File: config.mk
export PLATFORM = sky130hd
export DESIGN_NAME = turfio_aurora_reset_seq
export DESIGN_NICKNAME = d
export VERILOG_FILES = /design/src/rtl/turfio_aurora_reset_seq.sv
export SDC_FILE = /design/constraint.sdc
export NUM_CORES = 1
export LEC_CHECK = 0
export ABC_CLOCK_PERIOD_IN_PS = 2050
export CAP_MARGIN = 20
export CORE_ASPECT_RATIO = 0.9
export CORE_MARGIN = 2
export CORE_UTILIZATION = 45
export CTS_CLUSTER_DIAMETER = 50
export DETAILED_ROUTE_END_ITERATION = 8
export PLACE_DENSITY = 0.71
export SLEW_MARGIN = 20
export SYNTH_ARGS = -nofsm -noshare
export SYNTH_HDL_FRONTEND = slang
export SYNTH_SLANG_ARGS = --single-unit
export TNS_END_PERCENT = 1
File: constraint.sdc
create_clock -name init_clk_i -period 2.05 [get_ports init_clk_i]
set_input_delay 0.5125 -clock init_clk_i [delete_from_list [all_inputs] [get_ports init_clk_i]]
set_output_delay 0.5125 -clock init_clk_i [all_outputs]
set_load 0.05 [all_outputs]
File: src/rtl/turfio_aurora_reset_seq.sv
// turfio_aurora_reset_seq
// Per-channel Aurora reset sequencer. Each channel runs an independent FSM:
//   GT_RST (hold gt+system reset) -> SYS_RST (hold system reset) ->
//   WAIT_UP (wait for synchronised channel_up) -> RUN, with a timeout that
//   either retries the whole sequence or parks the channel in FAIL.
// A debounced per-channel request restarts the sequence from any state.
//
// Ports:
//   init_clk_i      sole clock, rising edge
//   reset_i         synchronous active-high reset
//   gt_reset_req_i  [NCHAN]    per-channel reset request (init_clk_i domain)
//   channel_up_i    [NCHAN]    per-channel Aurora channel_up (asynchronous)
//   gt_reset_o      [NCHAN]    per-channel GT reset, active-high
//   system_reset_o  [NCHAN]    per-channel Aurora system reset, active-high
//   ready_o         [NCHAN]    per-channel link ready
//   err_count_o     [8*NCHAN]  per-channel saturating error count, ch n at [8n+7:8n]
//
// All registers take their idle values (GT_RST, resets asserted, counters
// zero) from reset_i.
module turfio_aurora_reset_seq #(
  parameter int unsigned NCHAN    = 4,
  parameter int unsigned DEBOUNCE = 4,
  parameter int unsigned GT_HOLD  = 128,
  parameter int unsigned SYS_HOLD = 64,
  parameter int unsigned TIMEOUT  = 1048576,
  parameter int unsigned RETRY_EN = 1
) (
  input  logic               init_clk_i,
  input  logic               reset_i,
  input  logic [NCHAN-1:0]   gt_reset_req_i,
  input  logic [NCHAN-1:0]   channel_up_i,
  output logic [NCHAN-1:0]   gt_reset_o,
  output logic [NCHAN-1:0]   system_reset_o,
  output logic [NCHAN-1:0]   ready_o,
  output logic [8*NCHAN-1:0] err_count_o
);

  localparam int unsigned HOLD_MAX = (GT_HOLD > SYS_HOLD) ? GT_HOLD : SYS_HOLD;
  localparam int unsigned CNT_MAX  = (HOLD_MAX > TIMEOUT) ? HOLD_MAX : TIMEOUT;
  localparam int unsigned CW       = $clog2(CNT_MAX) + 1;
  localparam int unsigned DW       = $clog2(DEBOUNCE) + 1;

  localparam logic [CW-1:0] GT_LAST  = CW'(GT_HOLD - 1);
  localparam logic [CW-1:0] SYS_LAST = CW'(SYS_HOLD - 1);
  localparam logic [CW-1:0] TO_LAST  = CW'(TIMEOUT - 1);
  localparam logic [DW-1:0] DEB_LAST = DW'(DEBOUNCE - 1);

  typedef enum logic [2:0] {
    GT_RST,
    SYS_RST,
    WAIT_UP,
    RUN,
    FAIL
  } state_t;

  for (genvar ch = 0; ch < NCHAN; ch = ch + 1) begin : g_chan
    state_t        state;
    logic [CW-1:0] cnt;
    logic [DW-1:0] deb_cnt;
    (* ASYNC_REG = "TRUE" *) logic up_meta;
    (* ASYNC_REG = "TRUE" *) logic up_sync;
    logic          gt_rst_q;
    logic          sys_rst_q;
    logic          ready_q;
    logic [7:0]    err_q;
    logic          req_fire;
    logic          timeout_hit;
    logic          link_drop;

    // Debounce counter saturates one short of the window, so a request held
    // high keeps firing every cycle and pins the channel in GT_RST.
    assign req_fire    = gt_reset_req_i[ch] && (deb_cnt == DEB_LAST);
    assign timeout_hit = (state == WAIT_UP) && !up_sync && (cnt == TO_LAST);
    assign link_drop   = (state == RUN) && !up_sync;

    always_ff @(posedge init_clk_i) begin
      if (reset_i) begin
        state     <= GT_RST;
        cnt       <= '0;
        deb_cnt   <= '0;
        up_meta   <= 1'b0;
        up_sync   <= 1'b0;
        gt_rst_q  <= 1'b1;
        sys_rst_q <= 1'b1;
        ready_q   <= 1'b0;
        err_q     <= '0;
      end else begin
        up_meta <= channel_up_i[ch];
        up_sync <= up_meta;

        if (!gt_reset_req_i[ch])
          deb_cnt <= '0;
        else if (deb_cnt != DEB_LAST)
          deb_cnt <= deb_cnt + DW'(1);

        // Faults are counted even when a request overrides the transition.
        if ((timeout_hit || link_drop) && (err_q != 8'hFF))
          err_q <= err_q + 8'd1;

        if (req_fire) begin
          state     <= GT_RST;
          cnt       <= '0;
          gt_rst_q  <= 1'b1;
          sys_rst_q <= 1'b1;
          ready_q   <= 1'b0;
        end else begin
          case (state)
            GT_RST: begin
              if (cnt == GT_LAST) begin
                state    <= SYS_RST;
                cnt      <= '0;
                gt_rst_q <= 1'b0;
              end else begin
                cnt <= cnt + CW'(1);
              end
            end
            SYS_RST: begin
              if (cnt == SYS_LAST) begin
                state     <= WAIT_UP;
                cnt       <= '0;
                sys_rst_q <= 1'b0;
              end else begin
                cnt <= cnt + CW'(1);
              end
            end
            WAIT_UP: begin
              if (up_sync) begin
                state   <= RUN;
                cnt     <= '0;
                ready_q <= 1'b1;
              end else if (timeout_hit) begin
                cnt       <= '0;
                sys_rst_q <= 1'b1;
                if (RETRY_EN != 0) begin
                  state    <= GT_RST;
                  gt_rst_q <= 1'b1;
                end else begin
                  state <= FAIL;
                end
              end else begin
                cnt <= cnt + CW'(1);
              end
            end
            RUN: begin
              if (link_drop) begin
                state     <= GT_RST;
                cnt       <= '0;
                gt_rst_q  <= 1'b1;
                sys_rst_q <= 1'b1;
                ready_q   <= 1'b0;
              end
            end
            FAIL: begin
              // Parked; only a debounced request or reset_i leaves.
            end
            default: begin
              state     <= GT_RST;
              cnt       <= '0;
              gt_rst_q  <= 1'b1;
              sys_rst_q <= 1'b1;
              ready_q   <= 1'b0;
            end
          endcase
        end
      end
    end

    assign gt_reset_o[ch]          = gt_rst_q;
    assign system_reset_o[ch]      = sys_rst_q;
    assign ready_o[ch]             = ready_q;
    assign err_count_o[8*ch +: 8]  = err_q;
  end

endmodule
==> results.json <==
{
  "clock_skew_ps": 6.082,
  "core_um2": 16950,
  "syn_area_um2": 7806,
  "final_common_cell": "buf_4",
  "synthMuxAreaShare_pct": 0.9136,
  "drive_gt1_share_pct": 26.35,
  "drc_errors": 0,
  "fin_nets": 1160,
  "synth_xor_xnor_area_share_pct": 5.722,
  "synthFlopType": "dfxtp_1",
  "p_total_mw": 7.180,
  "drt-initial-drc-count": 677,
  "syn2layout_area_growth_pct": 35.04,
  "die_area_um2": 18420,
  "synthDistinctLibCells": 65,
  "synth.avg_cell_area_um2": 8.123,
  "drtAntennaViolNets": 0,
  "startpoint": "g_chan[0].cnt[7]",
  "outcome": "complete, but fails checks",
  "maxSlewHeadroom_pct": 62.37,
  "io_buffers": 53,
  "crit_arrival_ps": 2580,
  "async_flop_share_pct": 0,
  "clkTransAtPathRegs_ps": 60,
  "grt_max_degree": 32,
  "antenna_cells": 0,
  "synth-adder-area-share_pct": 2.565,
  "layout_setup_ws_ps": -213.2,
  "worst_setup_path_end_kind": "flip-flop",
  "start_kind": "flip-flop",
  "internal_power_mw": 5.527,
  "synth_top_family_by_area": "simple AND/OR/NAND/NOR gates",
  "pin_count": 54,
  "slew_viol_final": 0,
  "fmax_ghz": 0.4418,
  "place_inst": 1338,
  "synth_compound_area_share_pct": 18.03,
  "hpwl_mm": 13.18,
  "ys_seq_area_share_pct": 40.01,
  "min_from": "g_chan[3].gt_rst_q",
  "gp_congestion": 0.8574,
  "cts_buffers": 17,
  "power_leakage_nw": 4.134,
  "final_cell_mix": "buf_4, dfxtp_1, nor2_1",
  "switching_share_pct": 23.03,
  "grt_pass1_vias": 6842,
  "routed_via_density": 5.507,
  "grt_setup_unrepaired": "true",
  "finalCritPeriodShare_pct": 110.4,
  "holdPathEnd": "g_chan[3].gt_rst_q",
  "path_class": "flip-flop to flip-flop",
  "r2r_end": "g_chan[0].cnt[13]",
  "cts.htree.levels": 4,
  "ir_drop_uv": 584.2,
  "die_y_um": 129.0,
  "cp.required_ps": 2370,
  "whs_path_depth": 1,
  "pwr-share-seq_pct": 44.7,
  "r2r-start": "g_chan[0].cnt[7]",
  "num_vias": 7605,
  "grt_usage_pct": 21.45,
  "antenna_found_initial": 0,
  "combPwrFrac_pct": 8.2,
  "syn_inst": 961,
  "worstPathMaxFanout": 7,
  "numClockSinks": 156,
  "die_x_um": 142.8,
  "finalNonFillerCells": 1381,
  "r2r_cells": 7,
  "totalWireLength_mm": 20.33,
  "period_minus_slack_ps": 2263,
  "violations": "setup timing",
  "syn_nets": 987,
  "overflow": 0,
  "r2r_slack_ps": -210,
  "clock_power_share_pct": 47.1,
  "cts_buffer_depth": 2,
  "tightest_slew_ps": 564.5,
  "hold_class": "flip-flop to flip-flop",
  "max_cap_violations": 0,
  "first_pass_iters": 6,
  "dp_slack_ps": -329.9,
  "yosys_register_bits": 156,
  "num_rows": 45,
  "powerDensity_nw_per_um2": 681.1,
  "cts_hold_buf": 0,
  "switchingPower_mw": 1.653,
  "cts_tree": "built",
  "wl_per_cell_um": 14.72,
  "synth_edf_count": 0,
  "insertion_delay_ps": 430,
  "start_util_pct": 46.06,
  "cts_root_buf": "clkbuf_16",
  "grt_pass1_wl_mm": 32.29,
  "hold_viol_final": 0,
  "synth_simple_gate_area_share_pct": 27.70,
  "yosysWarnings": 0,
  "setup_viol": 35
}
[flip-flops by register name, indices dropped and copies added, names as in the netlist]
name / flops
g_chan.err_q: 32
g_chan.gt_rst_q: 4
g_chan.state: 8
g_chan.cnt: 84
g_chan.sys_rst_q: 4
g_chan.ready_q: 4
g_chan.deb_cnt: 12
g_chan.up_meta: 4
g_chan.up_sync: 4
[what timing repair did]
item,CTS,global route
endpoints found under the setup margin,62,101
gates resized for setup,31,85
gates cloned,0,3
pin swaps,8,26
setup buffers,0,9
[cell usage after synthesis (all sizes together), types with 2 or more instances]
cell | number | area share (%)
o41ai | 2 | 0.22
and2 | 6 | 0.48
mux2i | 6 | 0.77
inv | 29 | 1.4
a31oi | 28 | 2.2
o211a | 3 | 0.38
ha | 16 | 2.6
o31a | 2 | 0.22
a221o | 3 | 0.38
and4 | 8 | 0.90
nand2 | 86 | 4.1
a41oi | 4 | 0.45
nor2b | 8 | 0.64
nor3b | 3 | 0.29
xnor2 | 41 | 4.6
a22o | 11 | 1.2
nand4 | 16 | 1.4
o22ai | 2 | 0.16
dfxtp | 156 | 40
or2 | 7 | 0.56
o21bai | 2 | 0.19
o31ai | 3 | 0.29
nor4 | 34 | 3.1
a21o | 16 | 1.5
xor2 | 10 | 1.1
o211ai | 2 | 0.19
clkbuf | 34 | 1.6
buf | 22 | 2.0
a211oi | 8 | 0.77
a21oi | 69 | 4.5
o21ai | 43 | 2.8
nor4b | 4 | 0.64
and3 | 24 | 1.9
or3 | 11 | 0.88
nor2 | 110 | 5.3
a22oi | 3 | 0.29
nor3 | 24 | 1.5
nand3 | 66 | 4.3
nand2b | 15 | 1.2
o311ai | 3 | 0.34
a211o | 5 | 0.56
or4 | 4 | 0.43
[routing by layer]
metal | routed length (um) | up-vias | global-route usage (%)
li1 | - | 3799 | -
met1 | 9830 | 3593 | 29.94
met2 | 9405 | 181 | 33.51
met3 | 747 | 32 | 4.280
met4 | 348 | 0 | 6.814
met5 | 0 | - | 0
[through the flow]
step	cell area [um2]	utilization [%]	hold WS, ps	TNS, ps
final	10540	62.20	447.8	-2720
after CTS	10080	59.46	445.8	-277.9
after detailed placement	9409	55.52	430.7	-5144
after global routing	10540	62.20	472.4	-7505
after global placement	9409	55.52	429.4	-2999
after floorplan	7833	-	413.8	-866.5
[power groups by stage]
| stage | Combinational, mW | Clock [mW] | Sequential (mW) |
|---|---|---|---|
| 2_1_floorplan | 0.278 | 0 | 3.27 |
| 3_3_place_gp | 0.509 | 0 | 3.26 |
| 3_5_place_dp | 0.519 | 0 | 3.26 |
| 4_1_cts | 0.531 | 3.44 | 3.20 |
| 5_1_grt | 0.646 | 3.55 | 3.22 |
| 6_report | 0.586 | 3.38 | 3.21 |
[worst max-delay path by stage]
stage                              end  slack, ps  cells after the start
floorplan           g_chan[3].err_q[5]        -90                      9
global placement      g_chan[3].cnt[4]       -250                      8
detailed placement   g_chan[3].cnt[20]       -330                      7
CTS                 g_chan[3].err_q[5]        -60                      7
global route         g_chan[0].cnt[13]       -300                      7
finish               g_chan[0].cnt[13]       -210                      7
[cell type report]
| class | instances | area (um2) |
|---|---|---|
| Timing Repair Buffer | 209 | 1683 |
| Sequential cell | 156 | 3141 |
| Clock buffer | 22 | 464.2 |
| Multi-Input combinational cell | 721 | 4690 |
| Clock inverter | 9 | 161.4 |
| Inverter | 29 | 108.9 |
| Fill cell | 1423 | 6406 |
| Tap cell | 235 | 294.0 |
[logic make-up (layout without fill, tap and decap cells)]
family	Yosys count	count (layout)
mux	7	7
simple gates	426	427
compound gates	220	220
xor+xnor	51	51
flops	156	156
buf+inv	85	269
fa+ha+maj	16	16
[critical path: stages, from the launching register on]
cell	delay [ps]
dfxtp_1	360
nor4_1	380
nand4_1	280
o41ai_4	470
a21oi_4	90
buf_12	170
buf_8	120
a221o_1	280
(Power assumes the default switching activity.)
